<file path="src/rtl/wc_tile_former.sv">
// Purpose : forms overlapping 9-sample tiles (stride M, overlap R-1) from a serial
//           sample stream for the 1-D Winograd F(5,5) core; zero-pads the last tile of a row.
// Latency : the sample completing a tile is accepted in cycle t, the tile is loaded in t+1,
//           and tile_valid is high from t+2.
// Backpressure: in_ready drops while padding, or when the window is full and the output
//           register is occupied and not being consumed; D/tile_valid hold until tile_ready.
//
// Ports:
//   clk, rst               clock, synchronous active-high reset
//   in_valid/in_ready      input sample handshake; in_data sample, in_last marks end of row
//   tile_valid/tile_ready  output tile handshake; D packed tile (sample 0 oldest in D[W-1:0])
//   tile_last              tile is the final (possibly zero-padded) tile of its row
module wc_tile_former #(
    parameter int W = 10,
    parameter int M = 5,
    parameter int R = 5
) (
    input  logic                     clk,
    input  logic                     rst,
    input  logic                     in_valid,
    output logic                     in_ready,
    input  logic [W-1:0]             in_data,
    input  logic                     in_last,
    output logic                     tile_valid,
    input  logic                     tile_ready,
    output logic [(M+R-1)*W-1:0]     D,
    output logic                     tile_last
);

    localparam int N  = M + R - 1;
    localparam int CW = $clog2(N + 1);

    localparam logic [CW-1:0] CNT_FULL     = CW'(N);
    // Samples kept after a tile leaves: the R-1 overlap, plus one when a new
    // sample is shifted in during the same cycle.
    localparam logic [CW-1:0] CNT_KEEP     = CW'(R - 1);
    localparam logic [CW-1:0] CNT_KEEP_ACC = CW'(R);

    typedef enum logic {FILL, PAD} state_t;

    state_t         state;
    logic [CW-1:0]  cnt;
    logic [W-1:0]   win [N];

    logic full;
    logic out_free;
    logic xfer;
    logic accept;
    logic pad_shift;
    logic shift;

    assign full      = (cnt == CNT_FULL);
    assign out_free  = !tile_valid || tile_ready;
    assign xfer      = full && out_free;
    assign in_ready  = !rst && (state == FILL) && (!full || xfer);
    assign accept    = in_valid && in_ready;
    assign pad_shift = (state == PAD) && !full;
    assign shift     = accept || pad_shift;

    always_ff @(posedge clk) begin
        if (rst) begin
            for (int i = 0; i < N; i++) begin
                win[i] <= '0;
            end
            cnt        <= '0;
            state      <= FILL;
            D          <= '0;
            tile_valid <= 1'b0;
            tile_last  <= 1'b0;
        end else begin
            // Window shift: new sample (or a pad zero) enters at the young end.
            if (shift) begin
                for (int i = 0; i < N - 1; i++) begin
                    win[i] <= win[i+1];
                end
                win[N-1] <= pad_shift ? '0 : in_data;
            end

            // Output register. The window is sampled before this cycle's shift,
            // so a same-cycle accept does not disturb the outgoing tile.
            if (xfer) begin
                for (int k = 0; k < N; k++) begin
                    D[k*W +: W] <= win[k];
                end
                tile_valid <= 1'b1;
                tile_last  <= (state == PAD);
            end else if (tile_ready) begin
                tile_valid <= 1'b0;
            end

            case (state)
                FILL: begin
                    if (xfer && accept) begin
                        cnt <= CNT_KEEP_ACC;
                    end else if (xfer) begin
                        cnt <= CNT_KEEP;
                    end else if (accept) begin
                        cnt <= cnt + 1'b1;
                    end
                    if (accept && in_last) begin
                        state <= PAD;
                    end
                end
                PAD: begin
                    // No overlap is carried into the next row.
                    if (xfer) begin
                        cnt   <= '0;
                        state <= FILL;
                    end else if (!full) begin
                        cnt <= cnt + 1'b1;
                    end
                end
                default: state <= FILL;
            endcase
        end
    end

endmodule

</file>
<file path="config.mk">
export PLATFORM = sky130hd
export DESIGN_NAME = wc_tile_former
export DESIGN_NICKNAME = d
export VERILOG_FILES = /design/src/rtl/wc_tile_former.sv
export SDC_FILE = /design/constraint.sdc
export NUM_CORES = 1
export LEC_CHECK = 0
export CAP_MARGIN = 10
export CORE_MARGIN = 4
export CORE_UTILIZATION = 53
export DETAILED_ROUTE_END_ITERATION = 8
export PLACE_DENSITY = 0.76
export SYNTH_ARGS = -nofsm -noshare
export SYNTH_HDL_FRONTEND = slang
export SYNTH_SLANG_ARGS = --single-unit
</file>
<file path="constraint.sdc">
create_clock -name clk -period 12.45 [get_ports clk]
set_input_delay 3.1125 -clock clk [delete_from_list [all_inputs] [get_ports clk]]
set_output_delay 3.1125 -clock clk [all_outputs]
set_load 0.005 [all_outputs]
</file>
After elaboration in Yosys (flattened, before gate mapping). Memories as Yosys holds them, arrays and structs flattened. A register that Yosys moved wholly into a read port is not among the register bits. Cells that the tools add are included.

Memory bits (writable): 90. Input bits: 15. Bits in registers: 97. Output and inout port bits: 93. Memories kept: 1. Word-level logic and storage cells: 61.

Bitwise gates (word level): 10. Reductions and logical operators: 15. Add/sub/neg operators: 1. Equality and inequality tests: 3. Muxes and demuxes: 26.

Memories: win (depth 9, bits a word 10, read ports 9, clocked after memory_dff 1, wr ports 9, RTL line 43) `logic [W-1:0] win [N];`.

Operators with widths (number): 10-bit two-way mux (10); 4-bit two-way mux (5); 1-bit two-way mux (9); 1-bit bitwise OR (9); 4-bit case mux with 2 select lines (1); 1-bit logical AND (7); 4-bit by 1-bit adder with 4-bit output (second input constant) (1); 4-bit == test (second input constant) (1); 4-bit by 3-bit inequality test with 1-bit output (second input constant) (1); 1-bit zero test (3); 1-bit logical OR (3); 3-bit by 2-bit inequality test with 1-bit output (second input constant) (1); 1-bit case mux with 2 select lines (1); 2-bit AND reduction (1); 2-bit nonzero test (1); 1-bit NOT (1).

Depth between registers and ports, before layout. Gate-level depths: netlist of run 1.

Word-level depth: 11. Depth in mapped cells: 9. Gate-level depth less buffers: 6.

Worst setup path before layout of run 1. No wires, ideal clock.

Kind: input-to-reg. Start point: in tile_ready. End point: mem win[0][0] (enable). Library setup time: 663 ps. Path buffers: 1. Required time: 11787 ps. Stages on the path: 4. Arrival: 9776 ps. Path slack: 2012 ps. Cell sequence: nand2b_1 > buf_2 > a21oi_2 > o21ai_0.

RTL lines: start, declared (RTL line 25) `input logic tile_ready,`; end, declared (RTL line 43).

Final worst setup path of run 1.
Start point: in tile_ready. End point: out in_ready.

Word-level cells in the longest chain between the ends: 4.

RTL lines: 1-bit logical OR (RTL line 53) `assign out_free = !tile_valid || tile_ready;`; 1-bit logical AND (RTL line 54) `assign xfer = full && out_free;`; 1-bit logical OR (RTL line 55) `assign in_ready = !rst && (state == FILL) && (!full || xfer);`; 1-bit logical AND (RTL line 55); end, declared (RTL line 21) `output logic in_ready,`.

No other way between the ends.

==> reports/metrics.csv, run 1 <==
stage,metric,value,unit
status,status,"complete, no violations",
die,die width,122,µm
grt,antenna violations before repair,0,
cts,PostCTS Resize Cnt,0,
logic_synthesis,Yosys cell types,33,
timing,setup TNS,0,ns
logic_synthesis,post-synthesis net count,646,
cts,CTS Sinks,187,
finish,final net count,734,
drt,total number of vias,4551,
worst_setup_path,CP startpoint kind,input pin,
power_and_ir_drop,Switching Share,20.3,%
worst_setup_path,Crit Path Category,in2out,
drt,1st-iter DRT viols,242,
finish,most frequent cells in the layout,"nand2_1, clkdlybuf4s50_1, dfxtp_1, a21oi_1",
logic_synthesis,number of synthesized register bits,187,
logic_synthesis,Avg Inst Size Synth,10.9,µm²
grt,total gr overflow,0,
die,core area,12700,µm²
timing,min Tclk post-route,7.82,ns
timing,Slew @ Worst Pin,1.04,ns
drt,DR WL/cell,14.7,µm
timing,Rel. slew slack,30.9,%
cts,CTS tree,done,
cts,hold_buf cts,0,
timing,Slew Limit Fails,0,
cts,Skew-Pair Late Insertion Delay,0.43,ns
drt,drt via density,5.05,
power_and_ir_drop,P_int,985,µW
worst_setup_path,Worst Setup End Kind,output port,
cts,clock-pin slew on the worst setup and hold paths,0.06,ns
power_and_ir_drop,Design Power,1.24,mW
die,die area,14800,µm²
cts,CTS Buf Count,17,
timing,final number of hold-violating endpoints,0,
cts,CTS max path bufs,2,
grt,GRT Overall Usage,18.6,%
power_and_ir_drop,P_leak,2.95,nW
worst_setup_path,R2R depth,6,
worst_hold_path,Hold Crit Class,reg2reg,
drt,post-route ant nets,0,
worst_hold_path,Hold Path Stages,2,
worst_setup_path,crit path max fanout,7,
die,Initial Util,54.2,%
finish,diode count,0,
cts,setup bufs post-CTS,0,
timing,RSZ-0062 raised after global routing,no,
finish,# fillers,993,
power_and_ir_drop,sw power,251,µW
logic_synthesis,"Seq/Total Area, Yosys",67.7,%
power_and_ir_drop,combinational power share,3.1,%
finish,synth-to-layout area growth,24.1,%
worst_setup_path,"Req. time, crit path",9.34,ns
grt,largest net degree at the start of global routing,101,
drt,First-pass DRT Iterations,5,
die,I/O pins,108,
finish,"commonest non-fill, non-tap cell in the layout",nand2_1,
drt,DRT Wirelength,13200,µm
worst_setup_path,WP data arrival,4.70,ns
power_and_ir_drop,Clock power frac,40.9,%
finish,layout cells sized above 1,5.75,%
logic_synthesis,Yosys warning count,0,
flow_run,maxcap violations,0,
timing,Setup Skew,0.00712,ns
timing,fmax,128,MHz
drt,# DRC,0,
power_and_ir_drop,Seq pwr share,55.9,%
die,Chip Height,122,µm
timing,final setup vio count,0,
placed_design,GPL Wtd Cong,0.789,
power_and_ir_drop,Pwr Density,145,nW/µm²
cts,clock root cell,clkbuf_16,
grt,first-pass GRT wire length,21400,µm
cts,H-tree depth,4,
power_and_ir_drop,worst vdd ir,0.0000926,V
logic_synthesis,synthesized instance count,629,
die,num rows,41,
grt,vias in the first global route,4344,
placed_design,DP HPWL,8290,µm
logic_synthesis,cell area after synthesis,6870,µm²
timing,fin crit share,62.8,%
placed_design,IO Port Bufs,107,
final timing paths:
check / startpoint / end / slack (ns)
hold reg to reg: D[84] / D[84] / 0.45
hold / removal: D[84] / D[84] / 0.45
setup reg to reg: cnt[0] / win[7][5] / 10.27
setup / recovery: tile_ready / in_ready / 4.63
through the flow:
stage / std cells / worst slack [ns] / cell area [µm²] / hold WS, ns / utilization, %
after global routing: 902 / 4.52 / 8520 / 0.475 / 67.2
after floorplan: 629 / 2.01 / 6870 / 0.453 / -
after CTS: 902 / 4.62 / 8520 / 0.455 / 67.2
after detailed placement: 870 / 4.61 / 7950 / 0.446 / 62.8
after global placement: 870 / 4.65 / 7950 / 0.442 / 62.8
final: 902 / 4.63 / 8520 / 0.453 / 67.2
sequential cells by signal (all words and copies together), names as in the netlist:
name / count
state: 1
tile_last: 1
D: 90
win: 90
cnt: 4
tile_valid: 1
worst max-delay path, cell delays in order:
cell and delay (ns):
clkdlybuf4s50_1 0.44, nand2b_1 0.30, nor2_1 0.16, nor3_1 0.15, clkdlybuf4s50_1 0.53
power by group through the flow:
stage / registers, mW / logic [mW] / clock network (mW)
after floorplan: 0.702 / 0.0278 / 0
after global placement: 0.703 / 0.0379 / 0
after detailed placement: 0.704 / 0.0391 / 0
after CTS: 0.691 / 0.0394 / 0.516
after global routing: 0.693 / 0.0434 / 0.540
final: 0.691 / 0.0387 / 0.506
layer usage:
metal	track usage, %	part of all wire (%)
met2	30.5	50
met4	8.96	2.4
met5	0	0
met3	4.13	5.1
met1	23.4	43
cell type report:
class                   instances  area (µm²)  share of cell area, %
repair buffers                110        1090                   12.8
inverters                       5        18.8                  0.220
clock inverters                 5        30.0                  0.353
well taps                     172         215                   2.53
flip-flops and latches        187        4640                   54.5
multi-input cells             396        1980                   23.3
clock buffers                  27         534                   6.27
cell families after synthesis:
group / synth area share (%)
and+or+nand+nor: 19.7
DFF: 67.7
AOI/OAI and AO/OA: 8.24
buffers and inverters: 3.75
xor gates and xnor gates: 0.255
adders and majority gates: 0.364
Yosys cell counts:
master	n	area share (%)
a211oi_1	1	0.11
a21boi_2	1	0.16
a21oi_1	95	6.9
a21oi_2	2	0.26
a221oi_1	1	0.13
and2_1	91	8.3
and3b_2	1	0.15
buf_2	15	1.1
buf_4	1	0.11
buf_6	7	1.1
clkbuf_1	10	0.55
clkbuf_2	8	0.58
dfxtp_1	97	28
edfxtp_1	90	39
ha_1	2	0.36
inv_1	4	0.22
inv_2	1	0.055
nand2_1	183	10
nand2b_1	2	0.18
nand3_1	1	0.073
nand3b_1	1	0.11
nor2_1	2	0.11
nor3_1	2	0.15
nor3_4	1	0.24
nor4b_4	1	0.35
o2111ai_1	1	0.13
o211ai_1	1	0.11
o21ai_0	2	0.15
o311a_1	1	0.15
o311ai_0	1	0.13
or3_1	1	0.091
xnor2_1	1	0.13
xor2_1	1	0.13
Note: power is estimated with default switching activity, not from simulation.
==> run 2, diff against run 1 <==
Settings changed: CORE_UTILIZATION 53 to 48, PLACE_DENSITY 0.76 to 0.72.
Clock period 12.45 ns to 6.8 ns, I/O delays scaled along.
==> run 2 against run 1 <==
Against the previous run:
- register-to-register slack worse by 5.9 ns
- count of clock-buffer cells in the layout is 1 higher
- combinational power is 83% higher
- power is 79% higher
- worst hold slack better by 0.0014 ns
- setup slack worse by 2.8 ns
==> reports/metrics.csv, run 2 (same netlist as run 1, synthesis figures left out) <==
stage,metric,value,unit
cts,CTS Buf Count,17,
power_and_ir_drop,Clock power frac,39.6,%
timing,min Tclk post-route,4.99,ns
grt,met3 GRT Util,5.14,%
placed_design,"Cell Area, Placed",7960,µm²
finish,diode count,0,
cts,hold_buf cts,0,
finish,final net count,734,
grt,grt met1 use,21.5,%
power_and_ir_drop,Pwr Density,261,nW/µm²
timing,setup TNS,0,ns
power_and_ir_drop,Seq pwr share,57.2,%
placed_design,post-place setup slack,1.81,ns
die,Initial Util,49.3,%
timing,fin crit share,73.4,%
power_and_ir_drop,sw power,452,µW
finish,most frequent cells in the layout,"nand2_1, clkdlybuf4s50_1, dfxtp_1, a21oi_1",
worst_setup_path,Worst Setup End Kind,output port,
worst_setup_path,"Req. time, crit path",5.10,ns
grt,total gr overflow,0,
timing,Slew @ Worst Pin,1.16,ns
die,core area,13900,µm²
grt,first-pass GRT wire length,21700,µm
drt,1st-iter DRT viols,311,
timing,RSZ-0062 raised after global routing,no,
worst_hold_path,Hold Path Stages,2,
worst_setup_path,CP startpoint kind,input pin,
timing,hold slack,0.454,ns
grt,Top Usage Layer GRT,met2,
worst_setup_path,crit path max fanout,7,
die,num rows,43,
power_and_ir_drop,worst vdd ir,0.000176,V
timing,final number of hold-violating endpoints,0,
die,die width,128,µm
drt,# DRC,0,
worst_hold_path,Hold Crit Class,reg2reg,
grt,vias in the first global route,4346,
die,die area,16300,µm²
worst_setup_path,WP data arrival,3.29,ns
cts,CTS max path bufs,2,
power_and_ir_drop,Switching Share,20.4,%
worst_setup_path,R2R depth,6,
flow_run,maxcap violations,0,
finish,Util after Layout,60.9,%
timing,Setup Skew,0.00794,ns
timing,Rel. slew slack,22.5,%
drt,total number of vias,4549,
cts,CTS Sinks,187,
cts,H-tree depth,4,
finish,largest registers,"D: 90 flops, win: 90 flops, cnt: 4 flops",
cts,CTS tree,done,
finish,layout cells sized above 1,5.07,%
cts,PostCTS Resize Cnt,0,
status,status,"complete, no violations",
finish,synth-to-layout area growth,23.5,%
worst_setup_path,Crit Path Category,in2out,
timing,fmax,200,MHz
cts,setup bufs post-CTS,0,
power_and_ir_drop,combinational power share,3.2,%
timing,final setup margin,1.81,ns
drt,post-route ant nets,0,
finish,design area,8480,µm²
timing,final setup vio count,0,
placed_design,IO Port Bufs,107,
grt,antenna violations before repair,0,
placed_design,GPL Wtd Cong,0.790,
finish,"commonest non-fill, non-tap cell in the layout",nand2_1,
grt,largest net degree at the start of global routing,100,
drt,DRT Wirelength,13600,µm
cts,clock root cell,clkbuf_16,
timing,Slew Limit Fails,0,
drt,DR WL/cell,14.9,µm
drt,drt via density,5.00,
power_and_ir_drop,P_leak,2.92,nW
drt,First-pass DRT Iterations,4,
grt,GRT Overall Usage,17.0,%
placed_design,DP HPWL,8210,µm
power_and_ir_drop,P_int,1.76,mW
grt,met2 usage,27.3,%
cts,Skew-Pair Late Insertion Delay,0.42,ns
cts,clock-pin slew on the worst setup and hold paths,0.06,ns
die,I/O pins,108,
die,Chip Height,128,µm
==> run 2: worst max-delay path, cell delays in order <==
cell and delay [ns]:
clkdlybuf4s50_1 0.45, nand2b_1 0.30, nor2_1 0.16, nor3_1 0.15
clkdlybuf4s50_1 0.52
==> run 2: area by class of cell <==
type / count / area [µm²]
Multi-Input combinational cell: 396 / 1980
Inverter: 5 / 18.8
Timing Repair Buffer: 110 / 1090
Sequential cell: 187 / 4640
Fill cell: 1125 / 5460
Clock inverter: 4 / 18.8
Tap cell: 180 / 225
Clock buffer: 28 / 497
==> run 2: worst paths after layout <==
kind	startpoint	end	slack, ns
hold reg to reg	D[28]	D[28]	0.45
setup / recovery	tile_ready	in_ready	1.81
setup reg to reg	cnt[1]	win[1][8]	4.33
hold / removal	D[28]	D[28]	0.45
==> run 2: power by group through the flow <==
stage | Combinational [mW] | Clock, mW | Sequential [mW]
after floorplan | 0.0510 | 0 | 1.28
after global placement | 0.0699 | 0 | 1.29
after detailed placement | 0.0723 | 0 | 1.29
after CTS | 0.0724 | 0.895 | 1.27
after global routing | 0.0797 | 0.945 | 1.27
final | 0.0709 | 0.876 | 1.26
==> run 2: routing by layer <==
metal / vias to the layer above / part of all wire (%)
li1: 2261 / -
met1: 2148 / 43
met2: 123 / 50
met3: 17 / 5.5
met4: 0 / 1.4
met5: - / 0
==> run 2: through the flow <==
stage / instances / power (mW)
global placement: 878 / 1.36
global route: 910 / 2.30
CTS: 910 / 2.23
floorplan: 629 / 1.33
detailed placement: 878 / 1.36
finish: 910 / 2.21
==> run 3, diff against run 2 <==
Settings changed: CORE_UTILIZATION 48 to 53, PLACE_DENSITY 0.72 to 0.76.
Clock period 6.8 ns to 4.75 ns, I/O delays scaled along.
==> run 3 against run 2 <==
Against the previous run:
- clock power grew 51%
- setup slack worse by 1.0 ns
- power is 46% higher
- global-route usage increased by 2.1 points
- final cell count down 0.77%
- non-clock buffer count grew 1
- wire length about the same
- sequential cell count unchanged
- first-iteration DRC count down 2.3%
- register-to-register slack got worse by 1.8 ns
==> reports/metrics.csv, run 3 (same netlist as run 1, synthesis figures left out) <==
stage,metric,value,unit
status,status,"complete, no violations",
timing,fin crit share,83.8,%
grt,vias in the first global route,4417,
timing,final number of hold-violating endpoints,0,
finish,most frequent cells in the layout,"nand2_1, clkdlybuf4s50_1, dfxtp_1, a21oi_1",
cts,CTS Sinks,187,
timing,fmax,251,MHz
cts,CTS tree,done,
placed_design,cell count after placement,871,
worst_setup_path,R2R Setup Slk,2.56,ns
die,I/O pins,108,
worst_setup_path,crit-path max cell delay,0.53,ns
worst_hold_path,Hold Crit Class,reg2reg,
finish,design area,8540,µm²
cts,H-tree depth,4,
worst_setup_path,crit path max fanout,7,
grt,first-pass GRT wire length,21800,µm
cts,hold_buf cts,0,
drt,First-pass DRT Iterations,4,
worst_setup_path,Crit path top cell by count,clkdlybuf4s50_1,
timing,min Tclk post-route,3.98,ns
power_and_ir_drop,P_leak,2.95,nW
cts,setup bufs post-CTS,0,
grt,largest net degree at the start of global routing,100,
drt,drt via density,5.08,
cts,CTS max path bufs,2,
timing,Slew @ Worst Pin,1.06,ns
grt,GRT Overall Usage,19.1,%
timing,Rel. slew slack,29.4,%
placed_design,DP HPWL,8390,µm
cts,clock root cell,clkbuf_16,
drt,total number of vias,4587,
drt,# DRC,0,
worst_setup_path,CP Cell Sequence,clkdlybuf4s50_1 -> nand2b_1 -> nor2_1 -> nor3_1 -> clkdlybuf4s50_1,
placed_design,IO Port Bufs,107,
finish,largest registers,"D: 90 flops, win: 90 flops, cnt: 4 flops",
finish,final std cells w/o fill,903,
power_and_ir_drop,worst vdd ir,0.000227,V
finish,"commonest non-fill, non-tap cell in the layout",nand2_1,
power_and_ir_drop,Pwr Density,379,nW/µm²
timing,RSZ-0062 raised after global routing,no,
grt,antenna violations before repair,0,
worst_setup_path,"delay-heaviest family, CP",buffers and inverters,
finish,final net count,735,
timing,final setup vio count,0,
flow_run,maxcap violations,0,
timing,hold slack,0.451,ns
worst_setup_path,WP data arrival,2.79,ns
worst_setup_path,Crit Path Category,in2out,
drt,DRT Wirelength,13600,µm
drt,DR WL/cell,15.0,µm
die,core area,12700,µm²
worst_setup_path,CP startpoint kind,input pin,
worst_setup_path,Crit-path slowest cell,clkdlybuf4s50_1,
worst_setup_path,"Req. time, crit path",3.56,ns
die,Chip Height,122,µm
drt,post-route ant nets,0,
cts,clock-pin slew on the worst setup and hold paths,0.06,ns
die,die width,122,µm
cts,Skew-Pair Late Insertion Delay,0.42,ns
die,num rows,41,
drt,1st-iter DRT viols,304,
grt,total gr overflow,0,
timing,Setup Skew,0.00501,ns
worst_setup_path,CP bufs+invs,2,
die,Initial Util,54.2,%
placed_design,GPL Wtd Cong,0.806,
placed_design,"Cell Area, Placed",7970,µm²
finish,diode count,0,
finish,synth-to-layout area growth,24.3,%
worst_setup_path,Worst Setup End Kind,output port,
timing,Slew Limit Fails,0,
timing,setup TNS,0,ns
finish,# fillers,986,
die,die area,14800,µm²
cts,PostCTS Resize Cnt,0,
finish,layout cells sized above 1,5.75,%
cts,CTS Buf Count,17,
==> run 3: changes by cell type in the layout (fill, tap and decap cells not counted), sizes merged <==
cell	delta
clkbuf	-2
clkinvlp	+2
buf	+1
==> run 3: worst min-delay path, cell delays in order, from the launching register on <==
cell and delay (ns):
dfxtp_1 0.30, nand2_1 0.05, a21oi_1 0.05
==> run 3: per-layer routing <==
| layer | up-vias | wire length (µm) | track usage, % |
|---|---|---|---|
| met3 | 16 | 620 | 4.69 |
| met2 | 100 | 6980 | 32.1 |
| met5 | - | 0 | 0 |
| met4 | 0 | 223 | 7.49 |
| met1 | 2211 | 5750 | 23.9 |
| li1 | 2260 | - | - |
==> run 3: power breakdown <==
part,internal [mW],switching [mW],total [mW]
clock network,0.766,0.550,1.32
logic,0.0407,0.0643,0.105
registers,1.77,0.0393,1.81
total,2.58,0.654,3.23
==> run 3: per-stage QoR <==
stage	setup WS, ns	power, mW	utilization [%]
2_1_floorplan	0.387	1.90	-
3_3_place_gp	0.815	1.95	62.9
3_5_place_dp	0.771	1.95	62.9
4_1_cts	0.781	3.26	67.4
5_1_grt	0.696	3.35	67.4
6_report	0.768	3.23	67.4
==> run 3: path summary, 6_finish.rpt <==
| kind | start | to | cells after the start |
|---|---|---|---|
| max | tile_ready | in_ready | 5 |
| min | D[24] | D[24] | 2 |
| max reg2reg | cnt[0] | D[35] | 5 |
| min reg2reg | D[24] | D[24] | 2 |
==> run 3: final cells by class <==
type,count,area (µm²),share of cell area [%]
clock buffer,26,531,6.21
clock inverter,6,32.5,0.381
inverter,5,18.8,0.220
multi-input combinational,396,1980,23.2
sequential,187,4640,54.4
tap,172,215,2.52
timing repair buffer,111,1110,13.0
